<file path="src/rtl/mac_pkg.sv">
`timescale 1ns/1ps
`default_nettype none
// ============================================================================
// Module      : mac_pkg
// Description : Shared constants for the MAC PRBS frame controller: frame
//               state encoding, PRBS source latency and state decode helpers.
// Revision    : 1.0 - initial release
// ============================================================================
package mac_pkg;

    typedef logic [2:0] state_t;

    localparam state_t c_ST_IDLE      = 3'd0;
    localparam state_t c_ST_RESET_SRC = 3'd1;
    localparam state_t c_ST_FILL      = 3'd2;
    localparam state_t c_ST_DRAIN     = 3'd3;
    localparam state_t c_ST_GAP       = 3'd4;

    // Cycles from READ_ENABLE to the matching DATA_OUTPUT_VALID.
    localparam int unsigned c_PRBS_LATENCY = 2;

    // States in which returned valids belong to the current frame.
    function automatic logic in_frame_window(input state_t st);
        return (st == c_ST_FILL) || (st == c_ST_DRAIN);
    endfunction

    // States reported on FRAME_ACTIVE.
    function automatic logic is_frame_active(input state_t st);
        return (st == c_ST_RESET_SRC) || (st == c_ST_FILL) || (st == c_ST_DRAIN);
    endfunction

endpackage
`default_nettype wire

</file>
<file path="src/rtl/mac_frame_gap_timer.sv">
`timescale 1ns/1ps
`default_nettype none
// ============================================================================
// Module      : mac_frame_gap_timer
// Description : Loadable down-counter with a done flag. Loaded with N on
//               state entry; o_done is high during the Nth cycle (and at once
//               when N is 0 or 1), so a state can exit on o_done.
// Revision    : 1.0 - initial release
// ============================================================================
module mac_frame_gap_timer #(
    parameter int W = 16
) (
    input  logic         clk,
    input  logic         rst,
    input  logic         i_load,
    input  logic [W-1:0] i_value,
    output logic         o_done
);

    logic [W-1:0] r_cnt;

    // Load has priority; otherwise count down and hold at zero.
    always_ff @(posedge clk) begin
        if (rst) begin
            r_cnt <= '0;
        end else if (i_load) begin
            r_cnt <= i_value;
        end else if (r_cnt != '0) begin
            r_cnt <= r_cnt - 1'b1;
        end
    end

    assign o_done = (r_cnt <= W'(1));

endmodule
`default_nettype wire

</file>
<file path="src/rtl/mac_prbs_frame_ctrl.sv">
`timescale 1ns/1ps
`default_nettype none
// ============================================================================
// Module      : mac_prbs_frame_ctrl
// Description : Frame sequencer for the MAC PRBS bit source. Reseeds the
//               source each frame, issues FRAME_BITS reads under PHY
//               backpressure, counts returned valids, reports completion and
//               enforces an inter-frame gap.
// Revision    : 1.0 - initial release
// ============================================================================
module mac_prbs_frame_ctrl
    import mac_pkg::*;
#(
    parameter int FRAME_BITS    = 1024,
    parameter int RST_CYCLES    = 2,
    parameter int GAP_CYCLES    = 16,
    parameter int DRAIN_TIMEOUT = 8,
    parameter int CNT_W         = 16
) (
    input  logic             SERIAL_CLK,
    input  logic             MAC_RST,
    input  logic             START,
    input  logic             FRAME_REQ,
    input  logic             PHY_READY,
    input  logic             PRBS_VALID,
    output logic             PHY_RST,
    output logic             READ_ENABLE,
    output logic             FRAME_ACTIVE,
    output logic             FRAME_DONE,
    output logic [CNT_W-1:0] FRAME_COUNT,
    output logic             ERR
);

    localparam logic [CNT_W-1:0] c_FRAME_BITS = CNT_W'(FRAME_BITS);
    localparam logic [CNT_W-1:0] c_LAST_ISSUE = CNT_W'(FRAME_BITS - 1);
    localparam logic [CNT_W-1:0] c_RST_LOAD   = CNT_W'(RST_CYCLES);
    localparam logic [CNT_W-1:0] c_GAP_LOAD   = CNT_W'(GAP_CYCLES);
    localparam logic [CNT_W-1:0] c_DRAIN_LOAD = CNT_W'(DRAIN_TIMEOUT);

    state_t           r_state;
    state_t           w_next_state;
    logic [CNT_W-1:0] r_issued;
    logic [CNT_W-1:0] r_received;
    logic [CNT_W-1:0] w_recv_next;
    logic [CNT_W-1:0] r_frame_count;
    logic [CNT_W-1:0] w_tmr_value;
    logic             r_pending;
    logic             r_err;
    logic             r_frame_done;
    logic             r_phy_rst;
    logic             r_frame_active;
    logic             w_read_en;
    logic             w_valid_ok;
    logic             w_complete;
    logic             w_timeout;
    logic             w_start_frame;
    logic             w_tmr_load;
    logic             w_tmr_done;

    assign w_read_en     = (r_state == c_ST_FILL) && PHY_READY;
    // A valid is counted only inside the frame window and only up to FRAME_BITS.
    assign w_valid_ok    = PRBS_VALID && in_frame_window(r_state) && (r_received < c_FRAME_BITS);
    assign w_recv_next   = r_received + {{(CNT_W-1){1'b0}}, w_valid_ok};
    // Completion looks at the count including this cycle's valid, so the
    // registered FRAME_DONE lands the cycle after the last bit returns.
    assign w_complete    = (r_state == c_ST_DRAIN) && (w_recv_next == c_FRAME_BITS);
    assign w_timeout     = (r_state == c_ST_DRAIN) && !w_complete && w_tmr_done;
    assign w_start_frame = (r_state == c_ST_IDLE) && START && (FRAME_REQ || r_pending);

    // Next-state selection
    always_comb begin
        w_next_state = r_state;
        case (r_state)
            c_ST_IDLE:      if (w_start_frame)                             w_next_state = c_ST_RESET_SRC;
            c_ST_RESET_SRC: if (w_tmr_done)                                w_next_state = c_ST_FILL;
            c_ST_FILL:      if (w_read_en && (r_issued == c_LAST_ISSUE))   w_next_state = c_ST_DRAIN;
            c_ST_DRAIN:     if (w_complete || w_timeout)                   w_next_state = c_ST_GAP;
            c_ST_GAP:       if (w_tmr_done)                                w_next_state = c_ST_IDLE;
            default:                                                       w_next_state = c_ST_IDLE;
        endcase
    end

    // Timer reload value chosen by the state being entered
    always_comb begin
        w_tmr_value = c_DRAIN_LOAD;
        if (w_next_state == c_ST_RESET_SRC) begin
            w_tmr_value = c_RST_LOAD;
        end else if (w_next_state == c_ST_GAP) begin
            w_tmr_value = c_GAP_LOAD;
        end
    end

    assign w_tmr_load = (w_next_state != r_state);

    mac_frame_gap_timer #(
        .W       (CNT_W)
    ) u_timer (
        .clk     (SERIAL_CLK),
        .rst     (MAC_RST),
        .i_load  (w_tmr_load),
        .i_value (w_tmr_value),
        .o_done  (w_tmr_done)
    );

    // Frame state register
    always_ff @(posedge SERIAL_CLK) begin
        if (MAC_RST) begin
            r_state <= c_ST_IDLE;
        end else begin
            r_state <= w_next_state;
        end
    end

    // Issue and receive counters, cleared while the source is being reseeded
    always_ff @(posedge SERIAL_CLK) begin
        if (MAC_RST || (r_state == c_ST_RESET_SRC)) begin
            r_issued   <= '0;
            r_received <= '0;
        end else begin
            if (w_read_en) begin
                r_issued <= r_issued + 1'b1;
            end
            r_received <= w_recv_next;
        end
    end

    // Single-depth request queue; requests seen while one is queued are dropped
    always_ff @(posedge SERIAL_CLK) begin
        if (MAC_RST) begin
            r_pending <= 1'b0;
        end else if (r_state == c_ST_IDLE) begin
            if (w_start_frame) begin
                r_pending <= 1'b0;
            end
        end else if (FRAME_REQ) begin
            r_pending <= 1'b1;
        end
    end

    // Frame completion pulse, completed-frame count and sticky error
    always_ff @(posedge SERIAL_CLK) begin
        if (MAC_RST) begin
            r_frame_done  <= 1'b0;
            r_frame_count <= '0;
            r_err         <= 1'b0;
        end else begin
            r_frame_done <= w_complete || w_timeout;
            if (w_complete || w_timeout) begin
                r_frame_count <= r_frame_count + 1'b1;
            end
            if (w_timeout || (PRBS_VALID && !w_valid_ok)) begin
                r_err <= 1'b1;
            end
        end
    end

    // Registered state decodes so PHY_RST and FRAME_ACTIVE are glitch-free
    always_ff @(posedge SERIAL_CLK) begin
        if (MAC_RST) begin
            r_phy_rst      <= 1'b0;
            r_frame_active <= 1'b0;
        end else begin
            r_phy_rst      <= (w_next_state == c_ST_RESET_SRC);
            r_frame_active <= is_frame_active(w_next_state);
        end
    end

    assign PHY_RST      = r_phy_rst;
    assign READ_ENABLE  = w_read_en;
    assign FRAME_ACTIVE = r_frame_active;
    assign FRAME_DONE   = r_frame_done;
    assign FRAME_COUNT  = r_frame_count;
    assign ERR          = r_err;

endmodule
`default_nettype wire
</file>
<file path="config.mk">
export PLATFORM = sky130hd
export DESIGN_NAME = mac_prbs_frame_ctrl
export DESIGN_NICKNAME = d
export VERILOG_FILES = /design/src/rtl/mac_pkg.sv /design/src/rtl/mac_frame_gap_timer.sv /design/src/rtl/mac_prbs_frame_ctrl.sv
export SDC_FILE = /design/constraint.sdc
export NUM_CORES = 1
export LEC_CHECK = 0
export ABC_AREA = 1
export BUFFER_PORTS_ARGS = -buffer_cell sky130_fd_sc_hd__buf_2
export CAP_MARGIN = 20
export CORE_ASPECT_RATIO = 0.6
export CORE_UTILIZATION = 50
export DETAILED_ROUTE_END_ITERATION = 6
export PLACE_DENSITY = 0.68
export RECOVER_POWER = 100
export SYNTH_ARGS = -nofsm -noshare
export SYNTH_HDL_FRONTEND = slang
export SYNTH_SLANG_ARGS = --single-unit
</file>
<file path="constraint.sdc">
create_clock -name SERIAL_CLK -period 7.3 [get_ports SERIAL_CLK]
set_input_delay 0 -clock SERIAL_CLK [delete_from_list [all_inputs] [get_ports SERIAL_CLK]]
set_output_delay 0 -clock SERIAL_CLK [all_outputs]
set_load 0.03 [all_outputs]
</file>
# Word-level counts from Yosys, hierarchy flattened
# Index checks and enable logic that the tools add are counted.
classes:
  n_eq_ne: 12
  n_lt_le_gt_ge: 2
  n_addsub: 4
  n_mux: 13
  n_reduce_logical: 24
op_table:
  columns: ["op", "n"]
  rows:
  - ["$add A16 B1 Y16 const B", 2]
  - ["$mux W16", 2]
  - ["$add A16 B1 Y16", 1]
  - ["$eq A16 B10 Y1 const B", 1]
  - ["$eq A16 B11 Y1 const B", 1]
  - ["$le A16 B1 Y1 const B", 1]
  - ["$lt A16 B11 Y1 const B", 1]
  - ["$reduce_bool A16 Y1", 1]
  - ["$sub A16 B1 Y16 const B", 1]
  - ["$mux W3", 5]
  - ["$pmux W3 S5", 1]
  - ["$eq A3 B2 Y1 const B", 4]
  - ["$logic_and A1 B1 Y1", 10]
  - ["$mux W5", 2]
  - ["$logic_or A1 B1 Y1", 7]
  - ["$eq A3 B1 Y1 const B", 2]
  - ["$eq A3 B3 Y1 const B", 2]
  - ["$reduce_bool A2 Y1", 2]
  - ["$logic_not A3 Y1", 1]
  - ["$mux W1", 3]
  - ["$ne A3 B3 Y1", 1]
  - ["$logic_not A1 Y1", 2]
  - ["$ne A2 B2 Y1 const B", 1]
  - ["$reduce_and A2 Y1", 1]
totals:
  wordCells: 65
  register_bits: 72
  output_inout_bits: 21

# Longest topological paths before layout
logic_depth:
  ltp_word: 17
  depth_mapped: 23
  depth_no_buf: 23

# Cells and area by module
# From an unflattened synthesis, not the netlist that was laid out.
unflattened:
  cells_unflattened: 621
  hier_area_um2: 4156.5
modules_own_cells:
  columns: ["mod", "cells_each", "area_per_inst_um2", "n_inst"]
  rows:
  - ["mac_prbs_frame_ctrl", 440, 3017.9, 1]
  - ["mac_frame_gap_timer", 181, 1138.6, 1]

# Worst setup path before layout
# No wires, ideal clock.
synth_path:
  path_kind: "register to register"
  from: "register r_state[1]"
  to: "register r_frame_count[5] (netlist: FRAME_COUNT[5])"
  t_arrival_ps: 2592
  path_slack_ps: 4592
  synth_period_minus_slack_ps: 2708
  setup_ps: 116
  path_stages_with_launch: 21
  n_path_buf: 0
  path_cell_list: "dfxtp_1 -> inv_2 -> nor2_4 -> nand4_1 -> nor4_1 -> ha_1 -> ha_1 -> nand2_1 -> nor2_4 -> nand3_1 -> nand2_1 -> nand2_2 -> clkinv_1 -> nand2_1 -> nor2_1 -> nand3_2 -> nand2_2 -> nand2_2 -> nor2_4 -> nand3b_2 -> o211a_1"
synth_via:
  elab_chain_len: 11
synth_rtl:
  columns: ["element", "line", "source"]
  rows:
  - ["from (decl)", "mac_prbs_frame_ctrl.sv:40", "state_t r_state;"]
  - ["from (signal assigned)", "mac_prbs_frame_ctrl.sv:108", "r_state <= c_ST_IDLE;"]
  - ["from (signal assigned)", "mac_prbs_frame_ctrl.sv:110", "r_state <= w_next_state;"]
  - ["$eq A3 B2 Y1, on equally long branches", "mac_pkg.sv:24, mac_prbs_frame_ctrl.sv:66, mac_prbs_frame_ctrl.sv:67", null]
  - ["$logic_or A1 B1 Y1", "mac_pkg.sv:24", "return (st == c_ST_FILL) || (st == c_ST_DRAIN);"]
  - ["$logic_and A1 B1 Y1 (2 in series)", "mac_prbs_frame_ctrl.sv:62", "assign w_valid_ok = PRBS_VALID && in_frame_window(r_state) && (r_received < c_FRAME_BITS);"]
  - ["$add A16 B1 Y16", "mac_prbs_frame_ctrl.sv:63", "assign w_recv_next = r_received + {{(CNT_W-1){1'b0}}, w_valid_ok};"]
  - ["$eq A16 B11 Y1", "mac_prbs_frame_ctrl.sv:66", "assign w_complete = (r_state == c_ST_DRAIN) && (w_recv_next == c_FRAME_BITS);"]
  - ["$logic_and A1 B1 Y1", "mac_prbs_frame_ctrl.sv:66", null]
  - ["$logic_not A1 Y1", "mac_prbs_frame_ctrl.sv:67", "assign w_timeout = (r_state == c_ST_DRAIN) && !w_complete && w_tmr_done;"]
  - ["$logic_and A1 B1 Y1 (2 in series)", "mac_prbs_frame_ctrl.sv:67", null]
  - ["$logic_or A1 B1 Y1 (*)", "mac_prbs_frame_ctrl.sv:148", "if (w_complete || w_timeout) begin"]
  - ["to (signal assigned)", "mac_prbs_frame_ctrl.sv:149", "r_frame_count <= r_frame_count + 1'b1;"]
  - ["to (decl)", "mac_prbs_frame_ctrl.sv:45", "logic [CNT_W-1:0] r_frame_count;"]
# Mark *: on every way between the ends. The rest lies on a longest branch, timed or not.
# A chain may end at the register's enable or synchronous reset.

# Final worst setup path
layout_path:
  from: "register r_state[1]"
  to: "register u_timer.r_cnt[14]"
layout_via:
  elab_chain_len: 15
layout_rtl:
  columns: ["element", "line", "source"]
  rows:
  - ["$eq A3 B2 Y1, on equally long branches", null, null]
  - ["$logic_or A1 B1 Y1", "mac_pkg.sv:24", null]
  - ["$logic_and A1 B1 Y1 (2 in series)", "mac_prbs_frame_ctrl.sv:62", null]
  - ["$add A16 B1 Y16", "mac_prbs_frame_ctrl.sv:63", null]
  - ["$eq A16 B11 Y1", "mac_prbs_frame_ctrl.sv:66", null]
  - ["$logic_and A1 B1 Y1", "mac_prbs_frame_ctrl.sv:66", null]
  - ["$logic_not A1 Y1", "mac_prbs_frame_ctrl.sv:67", null]
  - ["$logic_and A1 B1 Y1 (2 in series)", "mac_prbs_frame_ctrl.sv:67", null]
  - ["$logic_or A1 B1 Y1", "mac_prbs_frame_ctrl.sv:77", "c_ST_DRAIN: if (w_complete || w_timeout) w_next_state = c_ST_GAP;"]
  - ["$mux W3", "mac_prbs_frame_ctrl.sv:77", null]
  - ["$pmux W3 S5", "mac_prbs_frame_ctrl.sv:73", "case (r_state)"]
  - ["$ne A3 B3 Y1 (*)", "mac_prbs_frame_ctrl.sv:93", "assign w_tmr_load = (w_next_state != r_state);"]
  - ["$mux W16 or $reduce_bool A2 Y1 (tied branches)", null, null]
  - ["to (signal assigned)", "mac_frame_gap_timer.sv:27", "r_cnt <= i_value;"]
  - ["to (signal assigned)", "mac_frame_gap_timer.sv:29", "r_cnt <= r_cnt - 1'b1;"]
  - ["to (decl)", "mac_frame_gap_timer.sv:20", "logic [W-1:0] r_cnt;"]
# Marks and branches as above.

==> impl_metrics.tcl <==
set metrics [dict create \
    period_share_pct 54.40 \
    fin_nets 624 \
    power_frac_seq_pct 35.1 \
    p_leak_nw 1.872 \
    grt_pass1_vias 3340 \
    slew_headroom_pct 36.63 \
    synthArstFlopShare_pct 0 \
    power_density_nw_per_um2 276.1 \
    tritoncts "built" \
    grt_pass1_wl_um 15880 \
    synth_edf_count 0 \
    crit_top_cell "nand2_1" \
    root_buffer "clkbuf_16" \
    cp_max_fo 14 \
    initial_core_util_pct 51.71 \
    ys.warnings.count 0 \
    cts.sinks 72 \
    hold_class "primary input to flip-flop" \
    io_pins 27 \
    ys_seq_area_share_pct 35.36 \
    timing.fmax_ghz 0.2518 \
    p_sw_share_pct 30.37 \
    final.min_clock_period_ns 3.971 \
    drtIter0Drc 211 \
    start_kind "flip-flop" \
    routed.top_layer "met4" \
    finalSetupTns_ns 0 \
    drc_errors 0 \
    crit_chain "inv_1, nor2_1, nand4_1, nor4_1, ha_1, ha_1, nand2_1, nor2_1, nand2_1, nand2_1, nand2_1, nor2_1, nand2_1, inv_1, nand3_2, o21ai_0, a21oi_2, nand2_1, inv_1, nand3_1, nor2_1" \
    hold_violations 0 \
    syn_avg_cell_area_um2 7.016 \
    ys_ff_latch 72 \
    io_buffers 26 \
    status "completed" \
    ys.flop_type "dfxtp_1" \
    wl_per_cell_um 12.84 \
    netlist.area_leader.share_pct 35.36 \
    drive_above_1_share_pct 7.942 \
    crit_path_max_incr_delay_ns 0.48 \
    cts_setup_buffers 0 \
    clock_latency_ns 0.34 \
    cts.path.max_buffers 2 \
    synthesis.nets 593 \
    rsz0062_at_grt "false" \
    cts_hold_buf 2 \
    cts_buffers 9 \
    skew_ns 0.006637 \
    wirelength_um 9306 \
    combPwrFrac_pct 23.5 \
    ys_types 39 \
    wirelength_met1_um 5004 \
    diodes 0 \
    cp.arrival_ns 4.18 \
    final_cell_mix "nand2_1, nor2_1, inv_1" \
    clkPwrFrac_pct 41.4 \
    vias 3717 \
    track_usage_pct 23.47 \
    post-route-util_pct 57.29 \
    die_w_um 118.6 \
    worst_setup_path_end_kind "flip-flop" \
    coreArea_um2 7883 \
    wl_met2_um 3655 \
    firstDrtPassIters 4 \
    rows 25 \
    cts-htree-levels 3 \
    dp.cells 707 \
    synthTopCellsByArea "dfxtp_1, nand2_1, nor2_1" \
    viasPerCell 5.127 \
    slew_viol_final 0 \
    required_ns 7.51 \
    worstMarginPinSlew_ns 0.9482 \
    synthCells 581 \
    wl_met3_um 551 \
    crit_type "flip-flop to flip-flop" \
    place_ws_ns 4.144 \
    area_growth_pct 10.77 \
    final_common_cell "nand2_1" \
    yosys.area.top_type "dfxtp_1" \
    path_delay_family "simple AND/OR/NAND/NOR gates" \
    grt_max_degree 28 \
    cap_violations 0 \
    p_int_mw 0.8680 \
    finalWorstSetupSlack_ns 3.329 \
    dpl.hpwl_um 6942 \
    crit_buf_inv 3 \
    clk_pin_slew_worst_paths_ns 0.06 \
    slowest_stage "nand2_1" \
    ctsResizeCount 0 \
    power_mw 1.247 \
    die_area_um2 8530 \
    antenna_found_initial 0 \
    synth_area_um2 4076 \
    max-vdd-ir-drop_mv 0.1551 \
    finalSetupViolations 0 \
    ant_nets 0 \
    fp.dieH_um 71.94 \
    gp_congestion 0.9484 \
    overflow 0 \
    final_cells 725 \
    power.switching_mw 0.3786 \
]
==> state kept, by name (all words and copies together) (netlist names) <==
| signal | flops |
|---|---|
| u_timer.r_cnt | 16 |
| r_received | 16 |
| FRAME_ACTIVE | 1 |
| r_pending | 1 |
| r_state | 3 |
| ERR | 1 |
| FRAME_DONE | 1 |
| PHY_RST | 1 |
| FRAME_COUNT | 16 |
| r_issued | 16 |
==> final timing paths <==
| kind | start | end | slack [ns] | cells after the start |
|---|---|---|---|---|
| min reg2reg | ERR | ERR | 0.48 | 1 |
| max reg2reg | r_state[1] | u_timer.r_cnt[14] | 3.33 | 21 |
| min | PHY_READY | r_issued[2] | 0.08 | 5 |
| max | r_state[1] | u_timer.r_cnt[14] | 3.33 | 21 |
==> worst register-to-register path: stages (launching register included) <==
cell and delay (ns):
dfxtp_1 0.36, inv_1 0.09, nor2_1 0.20, nand4_1 0.11, nor4_1 0.26, ha_1 0.26
ha_1 0.20, nand2_1 0.08, nor2_1 0.40, nand2_1 0.11, nand2_1 0.08, nand2_1 0.06
nor2_1 0.11, nand2_1 0.11, inv_1 0.08, nand3_2 0.06, o21ai_0 0.41, a21oi_2 0.15
nand2_1 0.48, inv_1 0.12, nand3_1 0.10, nor2_1 0.04
==> power by group through the flow <==
stage          combinational, mW  sequential [mW]  clock (mW)
2_1_floorplan              0.257            0.446           0
3_3_place_gp               0.306            0.445           0
3_5_place_dp               0.311            0.446           0
4_1_cts                    0.314            0.438       0.526
5_1_grt                    0.332            0.440       0.543
6_report                   0.294            0.437       0.516
==> layout make-up <==
cell class	instances	area, um^2
clock inverter	6	115.1
tap	108	135.1
inverter	81	304.0
clock buffer	10	239.0
sequential	72	1441
fill	802	3367
multi-input combinational	420	2157
timing repair buffer	28	123.9
==> metrics by stage <==
step | cell area (um^2) | hold slack [ns]
final | 4516 | 0.07878
after global routing | 4516 | 0.1033
after CTS | 4677 | 0.05118
after detailed placement | 4303 | 0.3246
after global placement | 4303 | 0.2975
after floorplan | 4076 | 0.1534
==> logic make-up (layout without fill, tap and decap cells) <==
group	after synthesis	count (layout)	share of synthesized area, %
simple gates	328	328	39.84
buf+inv	89	125	8.410
xor+xnor	28	28	6.016
flops	72	72	35.36
compound gates	58	58	8.533
fa+ha+maj	6	6	1.842
==> synth_stat cells, types with 7 or more instances <==
cell     count
dfxtp_1     72
nor3_1      17
o21ai_0     12
xor2_1      10
inv_1       76
nand3_1     32
a21oi_1     27
nand2_2      9
nor4_1       8
nor2_1      85
nand4_1     16
nand2_1    123
nor4_2      10
nor2_4       7
xnor2_1     18
==> per-layer routing <==
layer | track usage (%) | up-vias
li1 | - | 1952
met1 | 34.25 | 1666
met2 | 33.27 | 86
met3 | 7.154 | 13
met4 | 6.329 | 0
met5 | 0 | -
Note: power is estimated with default switching activity, not from simulation.
